`src/rtl/dm_pkg.sv`:
```
// Shared definitions for the debug-memory region: address map anchors,
// requester indices and the access-controller state encoding.
package dm_pkg;

    localparam logic [11:0] DM_HALTED_ADDR    = 12'h100;
    localparam logic [11:0] DM_RESUMEACK_ADDR = 12'h10C;
    localparam logic [11:0] DM_RAM_BASE       = 12'h400;
    localparam logic [11:0] DM_ROM_BASE       = 12'h800;

    typedef enum logic [1:0] {
        REQ_DM     = 2'd0,
        REQ_LSU    = 2'd1,
        REQ_IFETCH = 2'd2
    } req_idx_e;

    typedef enum logic [1:0] {
        ST_IDLE   = 2'd0,
        ST_ACCESS = 2'd1,
        ST_RESP   = 2'd2
    } state_e;

endpackage

```
`src/rtl/dm_rr_arb3.sv`:
```
// Three-way round-robin arbiter; the requester after the last winner has
// top priority, and the pointer advances only when a grant is taken.
module dm_rr_arb3 (
    input  logic       clk,
    input  logic       rst,
    input  logic [2:0] valid,
    input  logic       en,
    output logic [2:0] gnt,
    output logic [1:0] idx,
    output logic       any
);

    logic [1:0] ptr;
    logic [1:0] sec;
    logic [1:0] thd;

    always_comb begin
        sec = (ptr == 2'd2) ? 2'd0 : ptr + 2'd1;
        thd = (sec == 2'd2) ? 2'd0 : sec + 2'd1;
        any = |valid;
        if (valid[ptr]) begin
            idx = ptr;
        end else if (valid[sec]) begin
            idx = sec;
        end else begin
            idx = thd;
        end
        gnt = any ? (3'b001 << idx) : 3'b000;
    end

    always_ff @(posedge clk or posedge rst) begin
        if (rst) begin
            ptr <= 2'd0;
        end else if (en && any) begin
            ptr <= (idx == 2'd2) ? 2'd0 : idx + 2'd1;
        end
    end

endmodule

```
`src/rtl/dm_debug_mem_arb.sv`:
```
// Debug-memory region controller: arbitrates DM/LSU/IFETCH, sequences the
// external sync-read ROM, hosts the debug RAM and decodes halt/resume flags.
// Optional error reporting is enabled with `define DM_DEBUG_MEM_ERR_EN.
module dm_debug_mem_arb
    import dm_pkg::*;
#(
    parameter int ROM_WORDS = 29,
    parameter int RAM_WORDS = 7,
    parameter int ADDR_W    = 12
) (
    input  logic                clk,
    input  logic                rst,
    input  logic [2:0]          req_valid,
    output logic [2:0]          req_ready,
    input  logic [3*ADDR_W-1:0] req_addr,
    input  logic [2:0]          req_we,
    input  logic [95:0]         req_wdata,
    output logic [2:0]          rsp_valid,
    input  logic [2:0]          rsp_ready,
    output logic [31:0]         rsp_rdata,
    output logic [4:0]          rom_addr,
    input  logic [31:0]         rom_dout,
    output logic                halted_pulse,
    output logic [31:0]         halted_hartid,
    output logic                resumeack_pulse,
`ifdef DM_DEBUG_MEM_ERR_EN
    output logic                rsp_err,
`endif
    output logic [1:0]          fsm_state
);

    localparam int RAM_AW = $clog2(RAM_WORDS);
    localparam logic [ADDR_W-1:0] RAM_B     = ADDR_W'(DM_RAM_BASE);
    localparam logic [ADDR_W-1:0] ROM_B     = ADDR_W'(DM_ROM_BASE);
    localparam logic [ADDR_W-3:0] RAM_LIMIT = (ADDR_W-2)'(RAM_WORDS);
    localparam logic [ADDR_W-3:0] ROM_LIMIT = (ADDR_W-2)'(ROM_WORDS);

    // Handshakes: a request transfers in the cycle req_valid[i] & req_ready[i];
    // a response transfers in the cycle rsp_valid[i] & rsp_ready[i], and
    // rsp_rdata is held stable from rsp_valid until that transfer.

    state_e state, state_nx;

    logic [2:0]        gnt;
    logic [1:0]        gnt_idx;
    logic              gnt_any;
    logic [ADDR_W-1:0] sel_addr;
    logic              sel_we;
    logic [31:0]       sel_wdata;

    logic [1:0]        idx_q;
    logic [ADDR_W-1:0] addr_q;
    logic              we_q;
    logic [31:0]       wdata_q;
    logic              first_q;
    logic [31:0]       data_q;
    logic [31:0]       ram [0:RAM_WORDS-1];

    logic              aligned;
    logic [ADDR_W-3:0] ram_word;
    logic [ADDR_W-3:0] rom_word;
    logic [RAM_AW-1:0] ram_idx;
    logic              is_ram;
    logic              is_rom;
    logic              is_halted;
    logic              is_resack;
    logic              rd_rom;
    logic [2:0]        idx_onehot;
    logic              resp_done;

    dm_rr_arb3 u_arb (
        .clk   (clk),
        .rst   (rst),
        .valid (req_valid),
        .en    (state == ST_IDLE),
        .gnt   (gnt),
        .idx   (gnt_idx),
        .any   (gnt_any)
    );

    assign sel_addr  = ({ADDR_W{gnt[0]}} & req_addr[0 +: ADDR_W])
                     | ({ADDR_W{gnt[1]}} & req_addr[ADDR_W +: ADDR_W])
                     | ({ADDR_W{gnt[2]}} & req_addr[2*ADDR_W +: ADDR_W]);
    // Instruction fetch never writes, whatever its we bit says.
    assign sel_we    = |(req_we & gnt & 3'b011);
    assign sel_wdata = ({32{gnt[0]}} & req_wdata[31:0])
                     | ({32{gnt[1]}} & req_wdata[63:32])
                     | ({32{gnt[2]}} & req_wdata[95:64]);

    assign aligned   = (addr_q[1:0] == 2'b00);
    assign ram_word  = addr_q[ADDR_W-1:2] - RAM_B[ADDR_W-1:2];
    assign rom_word  = addr_q[ADDR_W-1:2] - ROM_B[ADDR_W-1:2];
    assign ram_idx   = ram_word[RAM_AW-1:0];
    assign is_ram    = aligned && (addr_q >= RAM_B) && (ram_word < RAM_LIMIT);
    assign is_rom    = aligned && (addr_q >= ROM_B) && (rom_word < ROM_LIMIT);
    assign is_halted = (addr_q == ADDR_W'(DM_HALTED_ADDR));
    assign is_resack = (addr_q == ADDR_W'(DM_RESUMEACK_ADDR));
    assign rd_rom    = !we_q && is_rom;

    assign idx_onehot = 3'b001 << idx_q;
    assign resp_done  = (rsp_ready & idx_onehot) != 3'b000;

    always_ff @(posedge clk or posedge rst) begin
        if (rst) begin
            state    <= ST_IDLE;
            idx_q    <= 2'd0;
            addr_q   <= '0;
            we_q     <= 1'b0;
            wdata_q  <= '0;
            rom_addr <= 5'd0;
            first_q  <= 1'b0;
            data_q   <= '0;
            for (int i = 0; i < RAM_WORDS; i++) begin
                ram[i] <= '0;
            end
        end else begin
            state <= state_nx;
            if (state == ST_IDLE && gnt_any) begin
                idx_q    <= gnt_idx;
                addr_q   <= sel_addr;
                we_q     <= sel_we;
                wdata_q  <= sel_wdata;
                rom_addr <= sel_addr[6:2];
            end
            if (state == ST_ACCESS) begin
                if (we_q && is_ram) begin
                    ram[ram_idx] <= wdata_q;
                end
                data_q  <= (!we_q && is_ram) ? ram[ram_idx] : 32'd0;
                first_q <= 1'b1;
            end
            if (state == ST_RESP) begin
                first_q <= 1'b0;
                // ROM data arrives in the first RESP cycle; keep it for stalls.
                if (resp_done) begin
                    data_q <= '0;
                end else if (first_q && rd_rom) begin
                    data_q <= rom_dout;
                end
            end
        end
    end

    always_comb begin
        state_nx        = state;
        req_ready       = 3'b000;
        rsp_valid       = 3'b000;
        halted_pulse    = 1'b0;
        resumeack_pulse = 1'b0;
        case (state)
            ST_IDLE: begin
                if (gnt_any && !rst) begin
                    req_ready = gnt;
                    state_nx  = ST_ACCESS;
                end
            end
            ST_ACCESS: begin
                halted_pulse    = we_q && is_halted;
                resumeack_pulse = we_q && is_resack;
                state_nx        = ST_RESP;
            end
            ST_RESP: begin
                rsp_valid = idx_onehot;
                if (resp_done) begin
                    state_nx = ST_IDLE;
                end
            end
            default: state_nx = ST_IDLE;
        endcase
    end

    assign rsp_rdata     = (state == ST_RESP && first_q && rd_rom) ? rom_dout : data_q;
    assign halted_hartid = halted_pulse ? wdata_q : 32'd0;
    assign fsm_state     = state;

`ifdef DM_DEBUG_MEM_ERR_EN
    logic access_err;
    assign access_err = !(is_ram || is_rom || is_halted || is_resack)
                      || (we_q && is_rom)
                      || (!we_q && (is_halted || is_resack));
    assign rsp_err    = (state == ST_RESP) && access_err;
`endif

endmodule

```
`config.mk`:
```
export PLATFORM = sky130hd
export DESIGN_NAME = dm_debug_mem_arb
export DESIGN_NICKNAME = d
export VERILOG_FILES = /design/src/rtl/dm_pkg.sv /design/src/rtl/dm_rr_arb3.sv /design/src/rtl/dm_debug_mem_arb.sv
export SDC_FILE = /design/constraint.sdc
export NUM_CORES = 1
export LEC_CHECK = 0
export ABC_AREA = 1
export CAP_MARGIN = 20
export CORE_MARGIN = 2
export CORE_UTILIZATION = 50
export CTS_CLUSTER_SIZE = 20
export DETAILED_ROUTE_END_ITERATION = 7
export PLACE_DENSITY = 0.75
export RECOVER_POWER = 25
export SYNTH_ARGS = -nofsm -noshare
export SYNTH_HDL_FRONTEND = slang
export SYNTH_SLANG_ARGS = --single-unit
```
`constraint.sdc`:
```
create_clock -name clk -period 30.6 [get_ports clk]
set_input_delay 7.65 -clock clk [delete_from_list [all_inputs] [get_ports clk]]
set_output_delay 7.65 -clock clk [all_outputs]
set_load 0.01 [all_outputs]
```
==> run metrics, run 1 <==
DRC violation total after the first TritonRoute iteration 1349; share of the synthesized area in the top cell type 0.4803; static leakage 9.418 nW; first-pass iteration count of the detailed router 8; Num CTS Buffers 31; endpoints failing setup 0; # DRC 0; vias in the first global route 14160; clk_lat worst skew 0.55 ns; first-pass GRT wire length 74230 microns; Int Pwr 0.0008458 W; initial antenna violation count 1; final hold violation count 0; Area growth, synth to finish 21.89%; register area share after synthesis 0.4803; CTS sink count 308; Ys Warns 0; Avg Cell Area, Syn 7.281 sq um; Pins Over Slew Limit 424; clock skew 0.008206 ns; ANT cells 0; RSZ-0062 raised after global routing false; post-layout util 0.6199; Storage cell area 7709 sq um; boundary pin count 254; Relative slew margins -0.7369; Slew @ Worst Pin 2.598 ns; worst path bufs/invs 3; DR vias/cell 5.378; Initial Util 0.5086; Chip Height 183.2 microns; fin nets 2545; Routed WL per cell 16.69 microns; Fillers 2814; Worst-path clk slew 0.06 ns; min Tclk post-route 18.22 ns; setup repair bufs after CTS 0; Seq pwr share 0.329; synth top area cells dfrtp_1 (48%), nand2_1 (18%), nand3_1 (8.9%); nature of the critical path startpoint input port; Detail Placement HPWL 29620 microns; largest net degree at the start of global routing 123; R2R cell count 7; hold buffers post-CTS 0; CP peak stage delay 0.87 ns; layout cells sized above 1 0.04017; WP data required 22.95 ns; via count 15020; Comb pwr share 0.403; maxcap violations 7; GPL Wtd Cong 0.8861; ys async rst share 1.000; cells after synthesis 2204; Die Area 33540 sq um; CTS Buffer Depth 3; Hold Path Class flop to flop; Mapped Nets 2383; kind of critical path input port to primary output; worst-path cell chain clkdlybuf4s50_1, inv_1, nand2_1, nand2_1, nand2_1, nand2_2, nor2_4, nand2_1, nor2_1, clkdlybuf4s50_1; most used cell, CP nand2_1; Post-synth EDFFs 0; Crit. End Element primary output; ANT nets after route 0; Switch Pwr 0.0006080 W; core area 31560 sq um; Core Rows 65; count leader, synth nand2_1; post-synth top area cell dfrtp_1; final wirelength 46600 microns; sw frac 0.4182; fmax 0.05490 GHz; H-tree Lvls 1; CTS tree yes; Period Utilization, post-route 0.5953; area of the multi-input gates 6715 sq um; DIE WIDTH 183.2 microns; Arrival @ worst endpoint 10.57 ns; Total GRT Usage 0.2777; Peak VDD IR 0.05718 mV; Seq cells post-synth 308; area of the mapped netlist 16050 sq um; status complete, but fails checks; Power Density 74.33 nW/um^2; setup TNS 0 ns; Max stage delay cell, worst path nor2_4; Worst path top cell family by delay simple AND/OR/NAND/NOR gates; part of the power in the clock network 0.268; Commonest cells post-synth nand2_1 (771), dfrtp_1 (308), nand3_1 (285); post-cts resize count 0; Critical Path Fanout Max 46; count of different cell masters after synthesis 31; failing checks max-capacitance violations, max-slew violations; CTS root buf clkbuf_16; stages on the worst setup path 10; top_reg_cell synth dfrtp_1; Hold Path Stages 2; Overflow after GRT 0; IO buf count 252
## power groups by stage
stage	logic, W	clock network [W]	registers [W]
after detailed placement	0.000577	0	0.000486
after CTS	0.000580	0.000393	0.000479
after global routing	0.000649	0.000411	0.000483
after floorplan	0.000399	0	0.000468
after global placement	0.000570	0	0.000484
final	0.000586	0.000389	0.000478
## cells by family after synthesis
logic type,share of synthesized area
flip-flops,0.4803
buffers and inverters,0.09722
AO/OA/AOI/OAI,0.1088
AND/OR/NAND/NOR,0.3106
adder cells (fa/ha/maj),0.003119
## layer usage
metal / GRT usage / wire length, microns / vias up
li1: - / - / 7298
met1: 0.3931 / 20270 / 6977
met2: 0.4420 / 20890 / 677
met3: 0.05461 / 4468 / 61
met4: 0.06880 / 959 / 2
met5: 0 / 9 / -
## cell type report
class / instances / share of cell area
clock buffer: 42 / 0.04638
tap: 402 / 0.02571
sequential: 308 / 0.3941
inverter: 230 / 0.04452
clock inverter: 15 / 0.007804
multi-input combinational: 1526 / 0.3433
timing repair buffer: 269 / 0.1382
## state kept, by name (all words and copies together), names as in the netlist
name,flops
ram,224
fsm_state,2
addr_q,8
first_q,1
data_q,32
wdata_q,32
u_arb.ptr,2
idx_q,2
we_q,1
rom_addr,4
## through the flow
| stage | cells | power (W) | hold WS, ns | cell area [sq um] | worst slack [ns] |
|---|---|---|---|---|---|
| after floorplan | 2204 | 0.0008673 | 0.4479 | 16050 | 8.090 |
| after global placement | 2732 | 0.001054 | 0.4602 | 18520 | 12.49 |
| after detailed placement | 2732 | 0.001063 | 0.4684 | 18520 | 12.41 |
| after CTS | 2789 | 0.001452 | 0.4839 | 19580 | 12.41 |
| after global routing | 2792 | 0.001543 | 0.5060 | 19560 | 12.15 |
| final | 2792 | 0.001454 | 0.4793 | 19560 | 12.38 |
## tightest hold or removal path: cells and delay by family (launching register included)
kind	cells	cell delay [ns]
AOI/OAI and AO/OA	1	0.06
DFF	1	0.34
and+or+nand+nor	1	0.05
## final timing paths
check,startpoint,slack [ns],to
max in group asynchronous,rst,21.39,ram[24]
min reg2reg,ram[186],0.48,ram[186]
min,ram[186],0.48,ram[186]
min in group asynchronous,rst,7.72,idx_q[0]
max reg2reg,rom_addr[2],25.38,ram[3]
max,req_valid[1],12.38,req_ready[0]
## cells in the final DEF, fill, tap and decap left out, drive strengths merged
master and n:
o21ai 275, inv 230, clkinv 11, nand3 290, a21boi 1, o22ai 1, nor4 1, bufinv 3
clkinvlp 1, clkbuf 42, a21oi 37, dfrtp 308, o211ai 20, nand4 2, buf 17, nor3 20
or2 4, ha 4, a31oi 2, nand2 776, clkdlybuf4s50 252, nor2 93
(Power assumes the default switching activity.)
==> run 2: changes to the inputs <==
--- a/config.mk
+++ b/config.mk
@@ -8,10 +8,10 @@
 export ABC_AREA = 1
 export CAP_MARGIN = 20
 export CORE_MARGIN = 2
-export CORE_UTILIZATION = 50
+export CORE_UTILIZATION = 49
 export CTS_CLUSTER_SIZE = 20
 export DETAILED_ROUTE_END_ITERATION = 7
-export PLACE_DENSITY = 0.75
+export PLACE_DENSITY = 0.77
 export RECOVER_POWER = 25
 export SYNTH_ARGS = -nofsm -noshare
 export SYNTH_HDL_FRONTEND = slang
==> constraint.sdc (replaced) <==
create_clock -name clk -period 16.4 [get_ports clk]
set_input_delay 4.1 -clock clk [delete_from_list [all_inputs] [get_ports clk]]
set_output_delay 4.1 -clock clk [all_outputs]
set_load 0.01 [all_outputs]
==> run metrics, run 2 (synthesis results as in run 1) <==
kind of critical path input port to primary output; Num CTS Buffers 34 (+9.7%); hold buffers post-CTS 0 (unchanged); boundary pin count 254 (unchanged); CTS Buffer Depth 3 (unchanged); Area growth, synth to finish 22.92%; vias in the first global route 14510 (+2.5%); Detail Placement HPWL 29840 microns (+0.74%); final hold violation count 0 (unchanged); worst-path cell chain clkdlybuf4s50_1, inv_1, nand2_1, nand2_1, nand2_1, nand2_2, nor2_4, nand2_1, nor2_1, clkdlybuf4s50_1; first-pass GRT wire length 75030 microns (+1.1%); Slew @ Worst Pin 2.735 ns (+0.1370 ns); Worst path top cell family by delay simple AND/OR/NAND/NOR gates; Worst-path clk slew 0.06 ns (about the same); DIE WIDTH 185.0 microns (+0.99%); H-tree Lvls 2 (+1); post-layout util 0.6094 (-0.01048); Pins Over Slew Limit 424 (unchanged); endpoints failing setup 0 (unchanged); Relative slew margins -0.8284 (-0.09156); final wirelength 46830 microns (+0.50%); RSZ-0062 raised after global routing false; Overflow after GRT 0 (unchanged); status complete, but fails checks; GPL Wtd Cong 0.8473 (-4.4%); Core Rows 66 (+1.5%); Crit. End Element primary output; setup TNS 0 ns (unchanged); DR vias/cell 5.330 (-0.90%); Initial Util 0.4957 (-0.01282); min Tclk post-route 11.20 ns; Critical Path Fanout Max 46 (unchanged); WP data required 12.30 ns (-10.65 ns); Pwr Total 0.002765 W (+90%); max FFs per register 224 (unchanged); IO buf count 252 (unchanged); CP peak stage delay 0.90 ns (+0.03 ns); largest net degree at the start of global routing 109 (-11%); ANT nets after route 0 (unchanged); CTS tree yes; Routed WL per cell 16.51 microns (-1.1%); Placed Area 18590 sq um (+0.42%); ANT cells 0 (unchanged); Max stage delay cell, worst path nor2_4; final instance area 19730 sq um (+0.85%); initial antenna violation count 0 (-1); CTS sink count 308 (unchanged); nature of the critical path startpoint input port; # DRC 0 (unchanged); Largest regs ram (224), data_q (32), wdata_q (32); DRC violation total after the first TritonRoute iteration 1215 (-9.9%); first-pass iteration count of the detailed router 7 (-1); maxcap violations 7 (unchanged); most used cell, CP nand2_1; clock skew 0.01303 ns (+0.004828 ns); core area 32370 sq um (+2.6%); fin nets 2550 (+0.20%); fmax 0.08931 GHz; Power Density 140.2 nW/um^2 (+89%); most flop-heavy register ram; clk_lat worst skew 0.51 ns (-0.04 ns); most frequent cells in the layout nand2_1 (772), dfrtp_1 (307), nand3_1 (289); Total GRT Usage 0.2789 (+0.001187); layout cells sized above 1 0.03885 (-0.001320); failing checks max-capacitance violations, max-slew violations; setup repair bufs after CTS 0 (unchanged); Peak VDD IR 0.1109 mV (+94%); Chip Height 185.0 microns (+0.99%); worst path bufs/invs 3 (unchanged); CTS root buf clkbuf_16; Arrival @ worst endpoint 7.10 ns (-3.47 ns); post-cts resize count 0 (unchanged); via count 15120 (+0.67%); Die Area 34210 sq um (+2.0%); most common cell after layout, fill and taps aside nand2_1; static leakage 9.455 nW (+0.39%); Hold Path Class flop to flop; Period Utilization, post-route 0.6827
==> run 2: cell count changes in the layout (fill, tap and decap cells not counted), sizes merged <==
cell | before | now
buf | 17 | 19
bufinv | 3 | 2
clkbuf | 42 | 51
clkinv | 11 | 6
inv | 230 | 229
==> run 2: power by group <==
part | internal [W] | switching, W
sequential | 0.000832 | 0.0000386
clock | 0.000468 | 0.000298
combinational | 0.000327 | 0.000801
total | 0.00163 | 0.00114
==> run 2: area by class of cell <==
| cell class | instances | area, sq um |
|---|---|---|
| Multi-Input combinational cell | 1526 | 6713 |
| Timing Repair Buffer | 271 | 2750 |
| Inverter | 230 | 870.8 |
| Clock inverter | 8 | 92.59 |
| Tap cell | 442 | 553.0 |
| Clock buffer | 51 | 1039 |
| Sequential cell | 308 | 7709 |
| Fill cell | 2932 | 12640 |
==> run 2: path summary, 6_finish.rpt <==
check	from	end	slack [ns]	depth (start not counted)
max	req_valid[1]	req_ready[0]	5.20	10
min in group asynchronous	rst	u_arb.ptr[0]	4.11	2
max reg2reg	rom_addr[2]	ram[13]	11.12	7
min reg2reg	ram[163]	ram[163]	0.48	2
min	ram[163]	ram[163]	0.48	2
max in group asynchronous	rst	ram[27]	10.01	4
==> run 2: metal layers <==
layer  routed length, microns  track usage  vias up
met4                     1212      0.08857        0
met3                     4966      0.07452       80
met1                    20040       0.3792     7024
met5                        0            0        -
met2                    20610       0.4361      686
li1                         -            -     7325
==> run 2: through the flow <==
step           setup WS, ns  hold slack, ns  cells
2_1_floorplan        0.9900          0.4479   2204
3_3_place_gp          5.219          0.4609   2772
3_5_place_dp          5.190          0.4684   2773
4_1_cts               5.184          0.4824   2832
5_1_grt               4.911          0.4988   2836
6_report              5.203          0.4814   2836
==> run 2: tightest hold or removal path, cell delays in order (launching register included) <==
cell	delay (ns)
dfrtp_1	0.34
nand2_1	0.05
o21ai_0	0.06
==> run 3: changes to the inputs <==
--- a/config.mk
+++ b/config.mk
@@ -8,10 +8,10 @@
 export ABC_AREA = 1
 export CAP_MARGIN = 20
 export CORE_MARGIN = 2
-export CORE_UTILIZATION = 49
+export CORE_UTILIZATION = 50
 export CTS_CLUSTER_SIZE = 20
 export DETAILED_ROUTE_END_ITERATION = 7
-export PLACE_DENSITY = 0.77
+export PLACE_DENSITY = 0.75
 export RECOVER_POWER = 25
 export SYNTH_ARGS = -nofsm -noshare
 export SYNTH_HDL_FRONTEND = slang
==> constraint.sdc (replaced) <==
create_clock -name clk -period 11.6 [get_ports clk]
set_input_delay 2.9 -clock clk [delete_from_list [all_inputs] [get_ports clk]]
set_output_delay 2.9 -clock clk [all_outputs]
set_load 0.01 [all_outputs]
==> run metrics, run 3 (synthesis results as in run 1) <==
status complete, but fails checks; failing checks max-capacitance violations, max-slew violations; initial antenna violation count 0 (unchanged); most flop-heavy register ram; GPL Wtd Cong 0.8648 (+2.1%); IO buf count 252 (unchanged); area of the multi-input gates 6713 sq um (unchanged); nature of the critical path startpoint input port; ANT nets after route 0 (unchanged); Crit. End Element primary output; Hold Path Class flop to flop; flop2flop setup slack 6.52 ns (-4.60 ns); Worst-path clk slew 0.06 ns (about the same); setup repair bufs after CTS 0 (unchanged); ANT cells 0 (unchanged); Slew @ Worst Pin 2.569 ns (-0.1659 ns); post-cts resize count 0 (unchanged); RSZ-0062 raised after global routing false; Initial Util 0.5086 (+0.01282); Num CTS Buffers 31 (-8.8%); kind of critical path input port to primary output; Core Rows 65 (-1.5%); met1 Track Usage GR 0.3975 (+0.01833); boundary pin count 254 (unchanged); DR vias/cell 5.398 (+1.3%); R2R cell count 7 (unchanged); CTS Buffer Depth 3 (unchanged); DRC violation total after the first TritonRoute iteration 1355 (+12%); hold buffers post-CTS 0 (unchanged); Relative slew margins -0.7175 (+0.1109); Overflow after GRT 0 (unchanged); setup TNS 0 ns (unchanged); Detail Placement HPWL 29450 microns (-1.3%); Worst Hold Path EP ram[184]; reg2reg start rom_addr[1]; min Tclk post-route 8.827 ns; static leakage 9.380 nW (-0.79%); min-delay src ram[184]; Critical Path Fanout Max 109 (+140%); vias in the first global route 14220 (-2.0%); Die Area 33540 sq um (-2.0%); GRT busiest layer met2; Peak VDD IR 0.1267 mV (+14%); Routed WL per cell 16.70 microns (+1.1%); Period Utilization, post-route 0.7610; H-tree Lvls 1 (-1); final wirelength 46610 microns (-0.48%); GR Util met2 0.4380 (+0.001925); clk_lat worst skew 0.57 ns (+0.06 ns); final hold violation count 0 (unchanged); WP data required 8.70 ns (-3.60 ns); Chip Height 183.2 microns (-0.98%); Area growth, synth to finish 21.64%; Pwr Total 0.003803 W (+38%); Total GRT Usage 0.2773 (-0.001616); CTS root buf clkbuf_16; DIE WIDTH 183.2 microns (-0.98%); most frequent cells in the layout nand2_1 (772), dfrtp_1 (307), nand3_1 (289); Hold Path Stages 2 (unchanged); CTS tree yes; # DRC 0 (unchanged); Largest regs ram (224), data_q (32), wdata_q (32); core area 31560 sq um (-2.5%); most common cell after layout, fill and taps aside nand2_1; CTS sink count 308 (unchanged); Arrival @ worst endpoint 5.93 ns (-1.17 ns); max FFs per register 224 (unchanged); clock skew 0.02064 ns (+0.007604 ns); endpoints failing setup 0 (unchanged); Pins Over Slew Limit 390 (-8.0%); Fillers 2812 (-4.1%); RR Endpoint ram[150]; Storage cell area 7709 sq um (unchanged); fin nets 2545 (-0.20%); largest net degree at the start of global routing 189 (+73%); first-pass GRT wire length 74240 microns (-1.0%); via count 15070 (-0.32%); Power Density 194.8 nW/um^2 (+39%); first-pass iteration count of the detailed router 6 (-1); fmax 0.1133 GHz; global routing usage on met3 0.05222 (-0.02229); layout cells sized above 1 0.03684 (-0.002012); maxcap violations 7 (unchanged)
run 3: report_power, final:
part | switching (W) | internal, W
clock network | 0.000417 | 0.000563
logic | 0.00114 | 0.000455
registers | 0.0000552 | 0.00118
total | 0.00161 | 0.00219
run 3: worst max-delay path, cell delays in order:
cell,delay (ns)
clkdlybuf4s50_1,0.53
inv_1,0.10
nand2_4,0.71
nand2_1,0.15
inv_1,0.12
buf_4,0.47
nand2_1,0.18
a21oi_1,0.17
clkdlybuf4s50_1,0.58
run 3: metal layers:
layer	wire length, microns	share of wire
met1	20480	0.44
met2	20750	0.45
met3	4565	0.098
met4	812	0.017
met5	0	0
run 3: final cells by class:
class                      count  share of cell area
timing repair buffer         269              0.1399
clock inverter                10            0.004359
sequential                   308              0.3949
multi-input combinational   1526              0.3439
clock buffer                  46             0.04673
tap                          402             0.02577
inverter                     230             0.04442
run 3: how the worst max path moves through the flow:
stage,startpoint,cells past startpoint,endpoint
finish,req_valid[1],9,req_ready[2]
global route,req_valid[1],9,req_ready[1]
CTS,req_valid[1],9,req_ready[2]
detailed placement,req_valid[1],9,req_ready[2]
global placement,req_valid[1],9,req_ready[2]
floorplan,rst,3,req_ready[1]
run 3: per-stage QoR:
step	hold WS, ns	area, sq um	utilization	cells	worst slack, ns
CTS	0.4827	19540	0.6193	2788	2.769
global route	0.5033	19520	0.6186	2791	2.404
finish	0.4749	19520	0.6186	2791	2.773
floorplan	0.4479	16050	-	2204	0.8970
global placement	0.4610	18520	0.5868	2731	2.827
detailed placement	0.4672	18540	0.5877	2732	2.776
